--- src/rtl/top_fmap_addr_gen.sv ---
// top_fmap_addr_gen: row-base multiply sequencer streaming feature-map word addresses
module top_fmap_addr_gen #(
  parameter int ROW_W  = 15,
  parameter int WPR_W  = 5,
  parameter int ADDR_W = 16
) (
  input  logic              ap_clk,
  input  logic              ap_rst_n,
  input  logic              ap_start,
  output logic              ap_idle,
  output logic              ap_done,
  input  logic [ROW_W-1:0]  row_start,
  input  logic [ROW_W-1:0]  num_rows,
  input  logic [WPR_W-1:0]  words_per_row,
  output logic [ROW_W-1:0]  mul_din0,
  output logic [WPR_W-1:0]  mul_din1,
  input  logic [ADDR_W-1:0] mul_dout,
  output logic [ADDR_W-1:0] addr_o,
  output logic              addr_valid,
  input  logic              addr_ready,
  output logic              addr_last,
  output logic              frame_last
);
  typedef enum logic [2:0] {S_IDLE, S_MUL, S_ISSUE, S_NEXT, S_DONE} state_t;
  localparam logic [ROW_W-1:0] ROW_ONE = 1;
  localparam logic [WPR_W-1:0] WPR_ONE = 1;
  state_t r_state, w_next;
  logic [ROW_W-1:0] r_row, r_nrows, r_rcnt;
  logic [WPR_W-1:0] r_wpr, r_wcnt;
  logic [ADDR_W-1:0] r_base;
  logic w_issue, w_xfer, w_last, w_flast, w_zero;
  assign w_issue    = r_state == S_ISSUE;
  assign w_last     = w_issue && (r_wcnt == r_wpr - WPR_ONE);
  assign w_flast    = w_last && (r_rcnt == r_nrows - ROW_ONE);
  assign w_xfer     = w_issue && addr_ready;
  assign w_zero     = (num_rows == '0) || (words_per_row == '0);
  assign ap_idle    = r_state == S_IDLE;
  assign ap_done    = r_state == S_DONE;
  assign addr_valid = w_issue;
  assign addr_last  = w_last;
  assign frame_last = w_flast;
  assign addr_o     = r_base + {{(ADDR_W-WPR_W){1'b0}}, r_wcnt};
  assign mul_din0   = r_row;
  assign mul_din1   = r_wpr;
  // state register
  always_ff @(posedge ap_clk or negedge ap_rst_n)
    if (!ap_rst_n) r_state <= S_IDLE;
    else r_state <= w_next;
  // next-state: zero-work frames skip straight to DONE, last word of a row steps to NEXT or DONE
  always_comb begin
    w_next = r_state;
    case (r_state)
      S_IDLE:  w_next = ap_start ? (w_zero ? S_DONE : S_MUL) : S_IDLE;
      S_MUL:   w_next = S_ISSUE;
      S_ISSUE: w_next = (w_xfer && w_last) ? (w_flast ? S_DONE : S_NEXT) : S_ISSUE;
      S_NEXT:  w_next = S_MUL;
      default: w_next = S_IDLE;
    endcase
  end
  // latched frame inputs, row base capture and row/word counters
  always_ff @(posedge ap_clk or negedge ap_rst_n)
    if (!ap_rst_n) begin
      r_row   <= '0;
      r_nrows <= '0;
      r_wpr   <= '0;
      r_rcnt  <= '0;
      r_wcnt  <= '0;
      r_base  <= '0;
    end else begin
      case (r_state)
        S_IDLE: if (ap_start) begin
          r_row   <= row_start;
          r_nrows <= num_rows;
          r_wpr   <= words_per_row;
          r_rcnt  <= '0;
          r_wcnt  <= '0;
        end
        S_MUL:   r_base <= mul_dout;
        S_ISSUE: if (w_xfer && !w_last) r_wcnt <= r_wcnt + WPR_ONE;
        S_NEXT: begin
          r_row  <= r_row + ROW_ONE;
          r_rcnt <= r_rcnt + ROW_ONE;
          r_wcnt <= '0;
        end
        default: ;
      endcase
    end
endmodule

--- config.mk ---
export PLATFORM = sky130hd
export DESIGN_NAME = top_fmap_addr_gen
export DESIGN_NICKNAME = d
export VERILOG_FILES = /design/src/rtl/top_fmap_addr_gen.sv
export SDC_FILE = /design/constraint.sdc
export NUM_CORES = 1
export LEC_CHECK = 0
export ABC_AREA = 1
export BUFFER_PORTS_ARGS = -buffer_cell sky130_fd_sc_hd__buf_2
export CORE_MARGIN = 3
export CORE_UTILIZATION = 56
export DETAILED_ROUTE_END_ITERATION = 8
export PLACE_DENSITY = 0.88
export SLEW_MARGIN = 15
export SYNTH_ARGS = -nofsm -noshare
export SYNTH_HDL_FRONTEND = slang
export SYNTH_SLANG_ARGS = --single-unit
--- constraint.sdc ---
create_clock -name ap_clk -period 2.7 [get_ports ap_clk]
set_input_delay 0.135 -clock ap_clk [delete_from_list [all_inputs] [get_ports ap_clk]]
set_output_delay 0.135 -clock ap_clk [all_outputs]
set_load 0.005 [all_outputs]
==> metrics.csv, run 1 <==
stage,metric,value,unit
outcome,outcome,"finished, violations left",
outcome,violations,negative hold slack,
place,post-place-ws,0.272,ns
yosys,yosys_most_used_dff,dfrtp_1,
worst_setup_path,crit_fanout,3,
floorplanning,initial_core_util,0.580,
global_routing,grt_max_degree,75,
worst_setup_path,worstPathArrival,2.45,ns
sta,finalSetupTns,0,ns
final_layout,nets,818,
place,dp.cells,839,
worst_setup_path,critical_path_class,register to output pin,
floorplanning,chipHeight,98.7,um
cts,cts_buffer_depth,2,
yosys,synth_area_per_cell,7.42,um2
worst_setup_path,end_kind,output pin,
final_layout,area_growth,18.1,%
route,num_vias,4783,
place,io_buffers,95,
route,routed_wl,12.5,mm
sta,fin_skew,0.0104,ns
sta,finalCritPeriodShare,0.957,
final_layout,antenna_cells,0,
sta,setup_viol,0,
yosys,ys_ff_latch,74,
final_layout,stdcell_count,862,
route,wl_per_cell,14.5,um
cts,cts_tree,yes,
floorplanning,die_area,9750,um2
yosys,yosysMostFrequentCell,nand2_1,
yosys,yosys_warnings,0,
sta,fmax,387,MHz
place,placed_area,5390,um2
power,p_leak,2.92,nW
global_routing,grt_usage,0.256,
sta,hold_violations,10,
cts,clock_latency,0.36,ns
sta,slew_violations,0,
floorplanning,num_io_pins,96,
yosys,synth_common_cells,"179 x nand2_1, 81 x inv_1, 74 x dfrtp_1, 56 x nor2_1, 53 x nand3_1",
global_routing,grt_pass1_vias,4653,
route,firstDrtPassIters,5,
yosys,syn_nets,715,
worst_setup_path,required,2.57,ns
global_routing,grt_pass1_wl,20.7,mm
yosys,yosysSeqAreaShare,0.385,
sta,layout_setup_ws,0.115,ns
floorplanning,die_x,98.7,um
yosys,synth_cell_types,38,
cts,numCtsBuffers,9,
yosys,syn_area,4820,um2
power,power.total,5.82,mW
yosys,ys_top_cells_by_area,"dfrtp_1 38%, nand2_1 14%, inv_1 6.3%, nand3_1 5.5%, xor2_1 5.3%",
route,drt-initial-drc-count,402,
final_layout,layout-drive-gt1-share,0.227,
yosys,synth_edf_count,0,
floorplanning,rows,33,
cts,clk_pin_slew,0.09,ns
route,drc,0,
place,dpl.hpwl,9.17,mm
cts,cts_root_buf,clkbuf_8,
sta,period_needed,2.58,ns
floorplanning,core_area,8300,um2
power,power_density,1020,nW/um2
global_routing,antenna_found_initial,0,
final_layout,final_core_util,0.685,
route,vias_per_cell,5.55,
cts,clock-sinks,74,
cts,cts-htree-levels,3,
sta,hold_slack,-0.0252,ns
final_layout,stdcell_area,5690,um2
yosys,syn_inst,649,
global_routing,grt-ovfl-total,0,
yosys,async_reset_ff_frac,1.00,
job,maxCapViolCount,0,
place,gp_congestion,0.937,
sta,max_slew_margin,0.374,
yosys,yosysTopAreaCell,dfrtp_1,
yosys,yosys.area.top_type_share,0.385,
hold_path,hold_path_class,input port to async pin,
worst_setup_path,startpoint_type,register,
route,ant_nets,0,
sta,worstMarginPinSlew,0.939,ns
power,vdd_drop_max,0.527,mV
kinds of logic after synthesis:
kind of cell	count (synthesis)	share of synthesized area
flip-flops	74	0.385
AND/OR/NAND/NOR	341	0.322
AO/OA/AOI/OAI	72	0.0852
multiplexers	11	0.0255
XOR/XNOR	40	0.0727
adder cells (fa/ha/maj)	11	0.0301
buffers and inverters	100	0.0795
flip-flops by register name (all words and copies together), names as in the netlist:
| register | flops |
|---|---|
| mul_din0 | 15 |
| mul_din1 | 5 |
| r_base | 16 |
| r_nrows | 15 |
| r_rcnt | 15 |
| r_state | 3 |
| r_wcnt | 5 |
layer usage:
layer  share of wire  track usage
met5               0            0
met2            0.51        0.445
met4           0.032       0.0966
met1            0.41        0.326
met3           0.054       0.0340
report_power, final:
part	leakage [nW]	switching [mW]	internal [mW]
clock network	0.0925	0.423	0.428
registers	0.933	0.460	1.51
logic	1.90	1.82	1.18
total	2.92	2.70	3.12
worst max-delay path, cell delays in order (launching register included):
cell and delay (ns):
dfrtp_1 0.37, ha_1 0.19, inv_1 0.06, fa_2 0.36, o21ai_2 0.16, nand2_1 0.09, a21oi_2 0.20, nand3_2 0.14
nor2_4 0.14, nand3_1 0.10, xor2_1 0.15, buf_2 0.12
worst paths after layout:
kind                                        start                       to  slack, ns  cells after the start
max                         r_wcnt[0]$_DFFE_PN0P_               addr_o[12]       0.12                     11
min                                      ap_rst_n    r_base[4]$_DFFE_PN0N_      -0.03                      2
max reg2reg                r_nrows[0]$_DFFE_PN0P_     r_state[1]$_DFF_PN0_       0.65                     10
min reg2reg                r_rcnt[14]$_DFFE_PN0P_   r_rcnt[14]$_DFFE_PN0P_       0.50                      1
max in group asynchronous                ap_rst_n    r_wcnt[3]$_DFFE_PN0P_       2.08                      2
min in group ap_clk                  row_start[6]  mul_din0[6]$_DFFE_PN0P_          0                      3
cell usage in the layout (no fill, tap or decap), types with 2 or more instances in the layout:
cell	instances
nand2_1	179
buf_2	95
inv_1	81
dfrtp_1	74
nor2_1	55
nand3_1	52
o21ai_0	32
xor2_1	29
a21oi_1	14
nand4_1	11
xnor2_1	11
nor2_2	10
o211ai_1	10
mux2_2	10
clkbuf_8	9
ha_1	8
buf_4	8
nand2_2	7
o22ai_1	6
inv_2	5
nor3_1	5
nand3_2	4
o21ai_1	4
nor3_2	4
nor4_1	3
dlygate4sd3_1	3
o21ai_2	2
nor2_4	2
nand2_4	2
nor2_8	2
clkinvlp_4	2
clkinv_4	2
cell type report:
class	instances	area, um2
Multi-Input combinational cell	475	2620
Sequential cell	74	1850
Clock buffer	10	128
Fill cell	637	2610
Clock inverter	6	67.6
Inverter	86	323
Timing Repair Buffer	106	566
Tap cell	105	131
what timing repair did:
| action | 4_1_cts | 5_1_grt |
|---|---|---|
| resized for setup | 1 | 7 |
| endpoints found under the setup margin | 3 | 6 |
| pin swaps | 1 | 3 |
| hold buffers | 3 | 0 |
| hold endpoints to repair | 3 | 0 |
| setup buffers | 3 | 1 |
Power figures use the tool's default switching activity.
==> run 2: changes to the inputs <==
Settings changed: CORE_MARGIN 3 to 8, GPL_TIMING_DRIVEN set to 0.
==> run 2 against run 1 <==
Against the previous run: the flow now finishes without violations; final area increased by 2.6%; via count increased by 0.71%; clock-buffer cell count grew 1; combinational power increased by 2%; critical path depth increased by 2; utilization is essentially flat; clock power increased by 28%; critical endpoint is now frame_last.
==> metrics.csv, run 2 (same netlist as run 1, synthesis figures left out) <==
stage,metric,value,unit
power,p_leak,3.00,nW
sta,max_slew_margin,0.582,
global_routing,grt_usage,0.232,
power,p_int,3.36,mW
global_routing,grt_pass1_wl,22.0,mm
outcome,outcome,completed,
cts,clk_pin_slew,0.08,ns
route,num_vias,4817,
floorplanning,die_area,11800,um2
final_layout,layout-drive-gt1-share,0.231,
final_layout,area_growth,21.1,%
cts,clock-sinks,74,
power,sequentialPowerShare,0.322,
floorplanning,chipHeight,109,um
final_layout,final_cell_mix,"179 x nand2_1, 100 x buf_2, 81 x inv_1, 72 x dfrtp_1, 55 x nor2_1",
sta,layout_setup_ws,0.156,ns
sta,rsz0062_at_grt,true,
place,dpl.hpwl,10.1,mm
sta,fmax,393,MHz
global_routing,grt-ovfl-total,0,
route,routed_wl,13.4,mm
final_layout,nets,833,
sta,slew_violations,0,
floorplanning,rows,34,
power,p_clk_frac,0.179,
worst_setup_path,reg2reg_slack,0.63,ns
power,power_frac_comb,0.500,
final_layout,layout_commonest_cell,nand2_1,
place,placed_area,5450,um2
global_routing,grt_pass1_vias,4829,
power,p_sw,2.74,mW
cts,cts_tree,yes,
worst_setup_path,startpoint_type,register,
final_layout,seqCellArea,1850,um2
place,gp_congestion,0.899,
sta,setup_viol,0,
cts,clock_latency,0.35,ns
floorplanning,die_x,109,um
global_routing,grt_max_degree,44,
global_routing,antenna_found_initial,0,
worst_setup_path,required,2.57,ns
worst_setup_path,worstPathArrival,2.41,ns
floorplanning,num_io_pins,96,
final_layout,largest_reg_flops,16,
sta,fin_skew,0.00944,ns
power,power_density,1050,nW/um2
cts,cts_buffer_depth,2,
worst_setup_path,crit_fanout,6,
sta,worstMarginPinSlew,0.627,ns
final_layout,n_fill_cell,707,
final_layout,multi_input_area,2610,um2
cts,cts_root_buf,clkbuf_8,
place,io_buffers,95,
worst_setup_path,end_kind,output pin,
power,vdd_drop_max,0.448,mV
route,drc,0,
power,power.total,6.11,mW
final_layout,antenna_cells,0,
route,drt-initial-drc-count,281,
sta,finalSetupTns,0,ns
sta,hold_slack,0.00358,ns
worst_setup_path,critical_path_class,register to output pin,
job,maxCapViolCount,0,
route,firstDrtPassIters,5,
cts,cts-htree-levels,3,
floorplanning,initial_core_util,0.566,
power,p_sw_frac,0.449,
route,ant_nets,0,
hold_path,hold_depth,3,
final_layout,top_register,r_base,
cts,numCtsBuffers,9,
route,vias_per_cell,5.47,
place,post-place-ws,0.226,ns
worst_setup_path,rr_worst_depth,10,
final_layout,stdcell_area,5830,um2
floorplanning,core_area,8510,um2
sta,finalCritPeriodShare,0.942,
route,wl_per_cell,15.2,um
sta,period_needed,2.54,ns
sta,hold_violations,0,
hold_path,hold_path_class,input port to register,
[run 2: cell types whose count changed in the layout (fill, tap and decap cells not counted), sizes merged]
cell,before,now
clkinv,3,2
clkbuf,10,19
dlygate4sd3,3,7
buf,103,106
bufinv,1,3
clkinvlp,2,0
[run 2: final cells by class]
| cell class | instances | area share |
|---|---|---|
| buffer | 14 | 0.0103 |
| clock buffer | 11 | 0.0260 |
| clock inverter | 5 | 0.0172 |
| inverter | 86 | 0.0554 |
| multi-input combinational | 475 | 0.448 |
| sequential | 74 | 0.318 |
| tap | 108 | 0.0232 |
| timing repair buffer | 107 | 0.103 |
[run 2: power groups by stage]
stage | Clock (mW) | Combinational [mW] | Sequential, mW
final | 1.09 | 3.05 | 1.96
after global routing | 1.15 | 3.43 | 2.02
after CTS | 1.09 | 3.02 | 1.95
after detailed placement | 0 | 2.97 | 1.97
after global placement | 0 | 2.81 | 1.94
after floorplan | 0 | 2.07 | 1.88
[run 2: what timing repair did]
| action | CTS | global route |
|---|---|---|
| pin swaps | 1 | 3 |
| buffers inserted | 1 | 3 |
| cloned | 0 | 0 |
| resized for setup | 4 | 6 |
| endpoints found under the setup margin | 3 | 6 |
| endpoints found under the hold margin | 37 | 0 |
| hold buffers | 7 | 0 |
[run 2: worst paths after layout]
| path | start | to |
|---|---|---|
| setup / recovery | r_nrows[0]$_DFFE_PN0P_ | frame_last |
| hold / removal | row_start[9] | mul_din0[9]$_DFFE_PN0P_ |
| setup reg to reg | r_nrows[0]$_DFFE_PN0P_ | r_state[1]$_DFF_PN0_ |
| hold reg to reg | r_base[3]$_DFFE_PN0N_ | r_base[3]$_DFFE_PN0N_ |
| max in group asynchronous | ap_rst_n | r_rcnt[2]$_DFFE_PN0P_ |
| min in group asynchronous | ap_rst_n | r_nrows[4]$_DFFE_PN0P_ |
[run 2: worst max-delay path, cell delays in order (launching register included)]
cell and delay, ns:
dfrtp_1 0.40, inv_1 0.16, ha_2 0.30, nand2_4 0.11
nor2_2 0.14, nand2_1 0.11, nand3_1 0.11, nand2_1 0.06
nor2_1 0.09, nand2_1 0.08, nor2_1 0.15, nand2_1 0.07
nor2_1 0.13, buf_2 0.14
[run 2: through the flow]
step           utilization  cells
2_1_floorplan            -    649
3_3_place_gp         0.638    852
3_5_place_dp         0.640    853
4_1_cts              0.680    877
5_1_grt              0.685    880
6_report             0.685    880
[run 2: routing by layer]
| metal | share of wire | track usage | up-vias | routed length (um) |
|---|---|---|---|---|
| met2 | 0.53 | 0.415 | 164 | 7070 |
| li1 | - | - | 2316 | - |
| met3 | 0.054 | 0.0455 | 36 | 727 |
| met1 | 0.39 | 0.265 | 2301 | 5210 |
| met5 | 0 | 0 | - | 0 |
| met4 | 0.026 | 0.0948 | 0 | 349 |
